$ cat src/rtl/clk_period_meter.sv
// clk_period_meter: measures clk_in period in clk_50mhz cycles, with lock and stall detection
module clk_period_meter #(
    parameter int EXP_PERIOD = 500000,
    parameter int TOL        = 500,
    parameter int TIMEOUT    = 1000000,
    parameter int LOCK_CNT   = 4
) (
    input  logic        clk_50mhz,
    input  logic        rst,
    input  logic        clk_in,
    output logic [19:0] period,
    output logic        valid,
    output logic        locked,
    output logic        timeout
);
    localparam int GW = $clog2(LOCK_CNT + 1);
    typedef enum logic {IDLE, MEASURE} state_t;
    state_t        state;
    logic          sync1, sync2, hist;
    logic          edge_p;
    logic [19:0]   cnt, cnt_inc;
    logic [31:0]   diff;
    logic          in_tol;
    logic [GW-1:0] good_cnt, good_next;
    assign edge_p    = sync2 & ~hist;
    assign cnt_inc   = (cnt == 20'hFFFFF) ? cnt : cnt + 20'd1;
    assign diff      = (32'(cnt_inc) >= 32'(EXP_PERIOD)) ? 32'(cnt_inc) - 32'(EXP_PERIOD)
                                                         : 32'(EXP_PERIOD) - 32'(cnt_inc);
    assign in_tol    = diff <= 32'(TOL);
    assign good_next = !in_tol ? '0 : (good_cnt == GW'(LOCK_CNT)) ? good_cnt : good_cnt + GW'(1);
    // two-flop synchronizer followed by a history flop for rising-edge detection
    always_ff @(posedge clk_50mhz or negedge rst) begin
        if (!rst) {sync1, sync2, hist} <= 3'b000;
        else      {sync1, sync2, hist} <= {clk_in, sync1, sync2};
    end
    // measurement FSM: arm on first edge, measure edge-to-edge, drop to IDLE on stall
    always_ff @(posedge clk_50mhz or negedge rst) begin
        if (!rst) begin
            state    <= IDLE;
            cnt      <= '0;
            good_cnt <= '0;
            period   <= '0;
            valid    <= 1'b0;
            locked   <= 1'b0;
            timeout  <= 1'b0;
        end else begin
            valid <= 1'b0;
            if (state == IDLE) begin
                cnt <= '0;
                if (edge_p) begin
                    state   <= MEASURE;
                    timeout <= 1'b0;
                end
            end else if (edge_p) begin
                period   <= cnt_inc;
                valid    <= 1'b1;
                cnt      <= '0;
                good_cnt <= good_next;
                locked   <= good_next == GW'(LOCK_CNT);
            end else if (cnt == 20'(TIMEOUT - 1)) begin
                state    <= IDLE;
                timeout  <= 1'b1;
                locked   <= 1'b0;
                good_cnt <= '0;
                cnt      <= '0;
            end else begin
                cnt <= cnt_inc;
            end
        end
    end
endmodule

$ cat config.mk
export PLATFORM = sky130hd
export DESIGN_NAME = clk_period_meter
export DESIGN_NICKNAME = d
export VERILOG_FILES = /design/src/rtl/clk_period_meter.sv
export SDC_FILE = /design/constraint.sdc
export NUM_CORES = 1
export LEC_CHECK = 0
export CORE_ASPECT_RATIO = 0.5
export CORE_MARGIN = 3
export CORE_UTILIZATION = 50
export CTS_BUF_LIST = sky130_fd_sc_hd__clkbuf_4 sky130_fd_sc_hd__clkbuf_8 sky130_fd_sc_hd__clkbuf_16
export CTS_CLUSTER_DIAMETER = 200
export DETAILED_ROUTE_END_ITERATION = 16
export HOLD_SLACK_MARGIN = 0.02
export PLACE_DENSITY = 0.7
export SYNTH_ARGS = -nofsm -noshare
export SYNTH_HDL_FRONTEND = slang
export SYNTH_SLANG_ARGS = --single-unit
$ cat constraint.sdc
create_clock -name clk_50mhz -period 8.8 [get_ports clk_50mhz]
set_input_delay 1.32 -clock clk_50mhz [delete_from_list [all_inputs] [get_ports clk_50mhz]]
set_output_delay 1.32 -clock clk_50mhz [all_outputs]
set_load 0.03 [all_outputs]
# Word level (Yosys, flattened, before mapping)
# Cells that the tools add are included.
# W data, S select, Z words.
op_classes:
  n_bitwise: 2
  muxes: 20
  order_cmp: 2
  add_sub_neg: 4
  reduce_logical: 5
  n_eq_ne: 5
ops:
  columns: ["op", "count"]
  rows:
  - ["$mux W20", 4]
  - ["$eq A20 B20 Y1 const B", 2]
  - ["$le A32 B9 Y1 const B", 1]
  - ["$mux W32", 1]
  - ["$sub A19 B20 Y21 const A", 1]
  - ["$sub A20 B19 Y21 const B", 1]
  - ["$add A20 B1 Y20 const B", 1]
  - ["$ge A20 B19 Y1 const B", 1]
  - ["$mux W3", 4]
  - ["$mux W1", 11]
  - ["$eq A3 B3 Y1 const B", 2]
  - ["$reduce_and A2 Y1", 2]
  - ["$reduce_bool A2 Y1", 2]
  - ["$add A3 B1 Y3 const B", 1]
  - ["$reduce_and A3 Y1", 1]
  - ["$ne A2 B2 Y1 const B", 1]
  - ["$and A1 B1 Y1", 1]
  - ["$not A1 Y1", 1]
word_totals:
  regBits: 50
  word_cells: 48
  input_bits: 3
  output_inout_bits: 23

# Logic depth before layout (Yosys ltp)
logic_depth:
  ltp_word: 8
  ltp_mapped: 19
  ltp_nobuf: 18

# Least setup slack after synthesis
# No wires, ideal clock.
synth_path:
  path_kind: "register to register"
  from: "register cnt[1]"
  to: "register good_cnt[2]"
  required_time_ns: 8.718
  arrival_time_ns: 4.098
  period_less_slack_ns: 4.180
  setup_time_ns: 0.082
  path_stages_with_launch: 19
  path_slack_ns: 4.620
  n_path_buf: 0
  path_cell_list: "dfrtp_1 -> ha_1 -> nand3_1 -> nor3_2 -> nand2_1 -> a21oi_1 -> inv_1 -> ha_1 -> nand2_1 -> a211o_1 -> nand3_1 -> a31oi_2 -> o21ai_0 -> a2111o_1 -> a311oi_1 -> o22ai_1 -> nor4_4 -> o21ai_1 -> a31oi_1"
synth_between:
  elab_chain_len: 7
  word_cells_on_any_way: 13
  cone_classes: "add/sub (3); order compare (2); eq/ne (2); mux (4); reduce/logical (2)"
synth_rtl:
  columns: ["element", "line_no", "text"]
  rows:
  - ["start, declared", "21", "logic [19:0] cnt, cnt_inc;"]
  - ["start signal, assigned", "67", "cnt <= cnt_inc;"]
  - ["$add A20 B1 Y20 or $eq A20 B20 Y1 (tied branches)", "26", "assign cnt_inc = (cnt == 20'hFFFFF) ? cnt : cnt + 20'd1;"]
  - ["$mux W20 *", "26", null]
  - ["via cnt_inc[5]", "21", null]
  - ["$sub A19 B20 Y21, or another cell as far along", "28", ": 32'(EXP_PERIOD) - 32'(cnt_inc);"]
  - ["$mux W32 *", "27", "assign diff = (32'(cnt_inc) >= 32'(EXP_PERIOD)) ? 32'(cnt_inc) - 32'(EXP_PERIOD)"]
  - ["$le A32 B9 Y1 *", "29", "assign in_tol = diff <= 32'(TOL);"]
  - ["$mux W3 *", "30", "assign good_next = !in_tol ? '0 : (good_cnt == GW'(LOCK_CNT)) ? good_cnt : good_cnt + GW'(1);"]
  - ["$mux W3 *", "54", "end else if (edge_p) begin"]
  - ["end signal, assigned", "58", "good_cnt <= good_next;"]
  - ["end, declared", "24", "logic [GW-1:0] good_cnt, good_next;"]
# The timed path passes the listed nets; every way through them passes the cells marked *.
# A chain may end at the register's enable or synchronous reset.

# Final worst setup path
layout_path:
  from: "register cnt[0]"
  to: "register good_cnt[2]"
# The elaborated chain is that of the path after synthesis.

==> results.cfg <==
[power_and_ir_drop]
p_switching_mw = 0.1944
powerDensity_mw_per_mm2 = 152.4
p_total_mw = 0.6002
power_frac_comb = 0.219
p_sw_frac = 0.3239
pwr-share-clk = 0.323
p_leak_nw = 1.598
vdd_drop_max_mv = 0.1110
p_seq_frac = 0.458
intPower_mw = 0.4058

[placed_design]
place_hpwl_um = 7784
post-place-ws_ns = 3.460
gp_congestion = 0.9453
portBuffers = 25

[drt]
post_drt_wl_per_cell_um = 20.27
drc_errors = 0
vias_per_cell = 6.620
first_pass_iters = 5
ant_nets = 0
wirelength_um = 10360
drt_iter0_drc = 634
vias = 3383

[job]
cap_violations = 0

[synthesis]
synth_ff_type = dfrtp_1
ys_seq_elements = 50
ys_async_sr_fraction = 1.000
ys_seq_area_frac = 0.3557
synth_edf_count = 0
synth_cells = 410
syn-num-nets = 419
synthDistinctLibCells = 71
yosysWarnings = 0
synth_area_mm2 = 0.003517
syn_area_per_cell_um2 = 8.578

[floorplanning]
die_height_um = 65.31
start_util = 0.5469
core-area_mm2 = 0.006431
die-area_mm2 = 0.008138
rows = 20
ios = 26
die_w_um = 124.6

[clock_tree]
clock-sinks = 50
htreeDepth = 2
numCtsBuffers = 5
ctsResizeCount = 0
ctsHoldBuffers = 0
cts_tree = yes
clk_latency_ns = 0.30
post_cts_buffers = 0
clk_pin_slew_ns = 0.07
clockBufferDepth = 2
clockRootBuffer = clkbuf_16

[setup_path]
critPathMaxFanout = 14
required_ns = 9.02
path_class = reg -> reg
crit_arrival_ns = 5.71
crit_family = compound AO/OA/AOI/OAI gates
cp_cell_sequence = ha_1 -> nand3_1 -> nor3_2 -> nand2_1 -> a21oi_1 -> inv_1 -> ha_1 -> nand2_1 -> a211o_1 -> nand3_1 -> a31oi_2 -> o21ai_0 -> a2111o_1 -> a311oi_1 -> o22ai_1 -> nor4_4 -> o21ai_1 -> a31oi_1
start_kind = flip-flop
slowest_stage = nor3_2
slowest_delay_ns = 0.59
path_buf_inv = 1
end_kind = flip-flop

[sta]
setup_viol = 0
final_max_slew_viol_count = 0
tightest_slew_ns = 1.007
hold_slack_ns = 0.3652
rsz0062_at_grt = no
setup_ws_ns = 3.307
slew_headroom = 0.3214
max_freq_ghz = 0.1821
setup_tns_ns = 0
finalClockSkew_ns = 0.009979
finalCritPeriodShare = 0.6242
hold_viol_final = 0
period_minus_slack_ns = 5.493

[cells_and_area]
syn_to_final_growth_pct = 11.95
multi_input_area_mm2 = 0.002123
final_layout_size_suffix_gt1_frac = 0.09456
seqCellArea_mm2 = 0.001251
nNetsFinal = 432
antenna_cells = 0
fillCellCount = 562
reg_top3 = cnt (20), period (20), good_cnt (3)

[run_status]
status = complete, no violations

[global_routing]
grt_overflow_total = 0
gr-usage-all-layers = 0.2628
grt_max_degree = 40
grt_pass1_wl_um = 16770
grt_pass1_vias = 3130
grt_antenna_before_repair = 0

[hold_path]
worstHoldPathType = reg -> reg
worst paths after layout:
path	depth (start not counted)	slack, ns	from	end
max reg2reg	18	3.31	cnt[0]	good_cnt[2]
max	18	3.31	cnt[0]	good_cnt[2]
min	0	0.37	sync1	sync2
min in group asynchronous	1	0.89	rst	cnt[9]
min reg2reg	0	0.37	sync1	sync2
max in group asynchronous	2	7.12	rst	period[16]
synthesized netlist by cell type (7+ instances only):
library cell	n	area [um^2]
dfrtp_1	50	1251
nand4_1	14	87.58
inv_1	10	37.54
nor3_1	15	75.07
nor2_1	57	214.0
and3_1	8	50.05
o21ai_0	18	90.09
clkbuf_1	11	41.29
a21oi_1	31	155.2
xnor2_1	11	96.34
nand3_1	18	90.09
mux2_2	9	101.4
buf_2	7	35.03
nand2_1	26	97.59
layout make-up:
type                            instances  area share
Clock buffer                            5     0.03178
Clock inverter                          2    0.003813
Inverter                               10    0.009533
Multi-Input combinational cell        327      0.5392
Sequential cell                        50      0.3178
Tap cell                               88     0.02796
Timing Repair Buffer                   29     0.06991
through the flow:
stage / cell area (um^2) / instances / utilization
after floorplan: 3517 / 410 / -
after global placement: 3797 / 504 / 0.5905
after detailed placement: 3797 / 504 / 0.5905
after CTS: 3938 / 511 / 0.6123
after global routing: 3938 / 511 / 0.6123
final: 3938 / 511 / 0.6123
cell families after synthesis:
logic type | Yosys count | synth area share
XOR/XNOR | 15 | 0.03735
flip-flops | 50 | 0.3557
AO/OA/AOI/OAI | 113 | 0.2284
adder cells (fa/ha/maj) | 6 | 0.02134
buffers and inverters | 33 | 0.04055
multiplexers | 12 | 0.03735
AND/OR/NAND/NOR | 181 | 0.2793
cells in the final DEF (no fill, tap or decap), drive strengths merged, types with 6 or more instances in the layout:
master | Yosys | layout
ha | 6 | 6
clkdlybuf4s50 | 0 | 24
nor2 | 57 | 57
xnor2 | 11 | 11
and3 | 8 | 8
dfrtp | 50 | 50
a31oi | 7 | 7
mux2 | 9 | 9
nand4 | 16 | 16
nor4 | 6 | 6
a21oi | 33 | 33
nand2 | 26 | 26
inv | 10 | 10
o21ai | 20 | 20
nand3 | 18 | 18
nor3 | 17 | 17
power by group through the flow:
stage	registers, mW	logic, mW	clock network, mW
after floorplan	0.295	0.0635	0
after global placement	0.276	0.128	0
after detailed placement	0.278	0.131	0
after CTS	0.274	0.131	0.197
after global routing	0.279	0.143	0.207
final	0.275	0.131	0.194
per-layer routing:
layer,up-vias,GRT usage,routed length [um]
li1,1566,-,-
met1,1618,0.3853,4990
met2,195,0.3636,4057
met3,4,0.1096,1276
met4,0,0.04098,31
met5,-,0,0
Power figures use the tool's default switching activity.
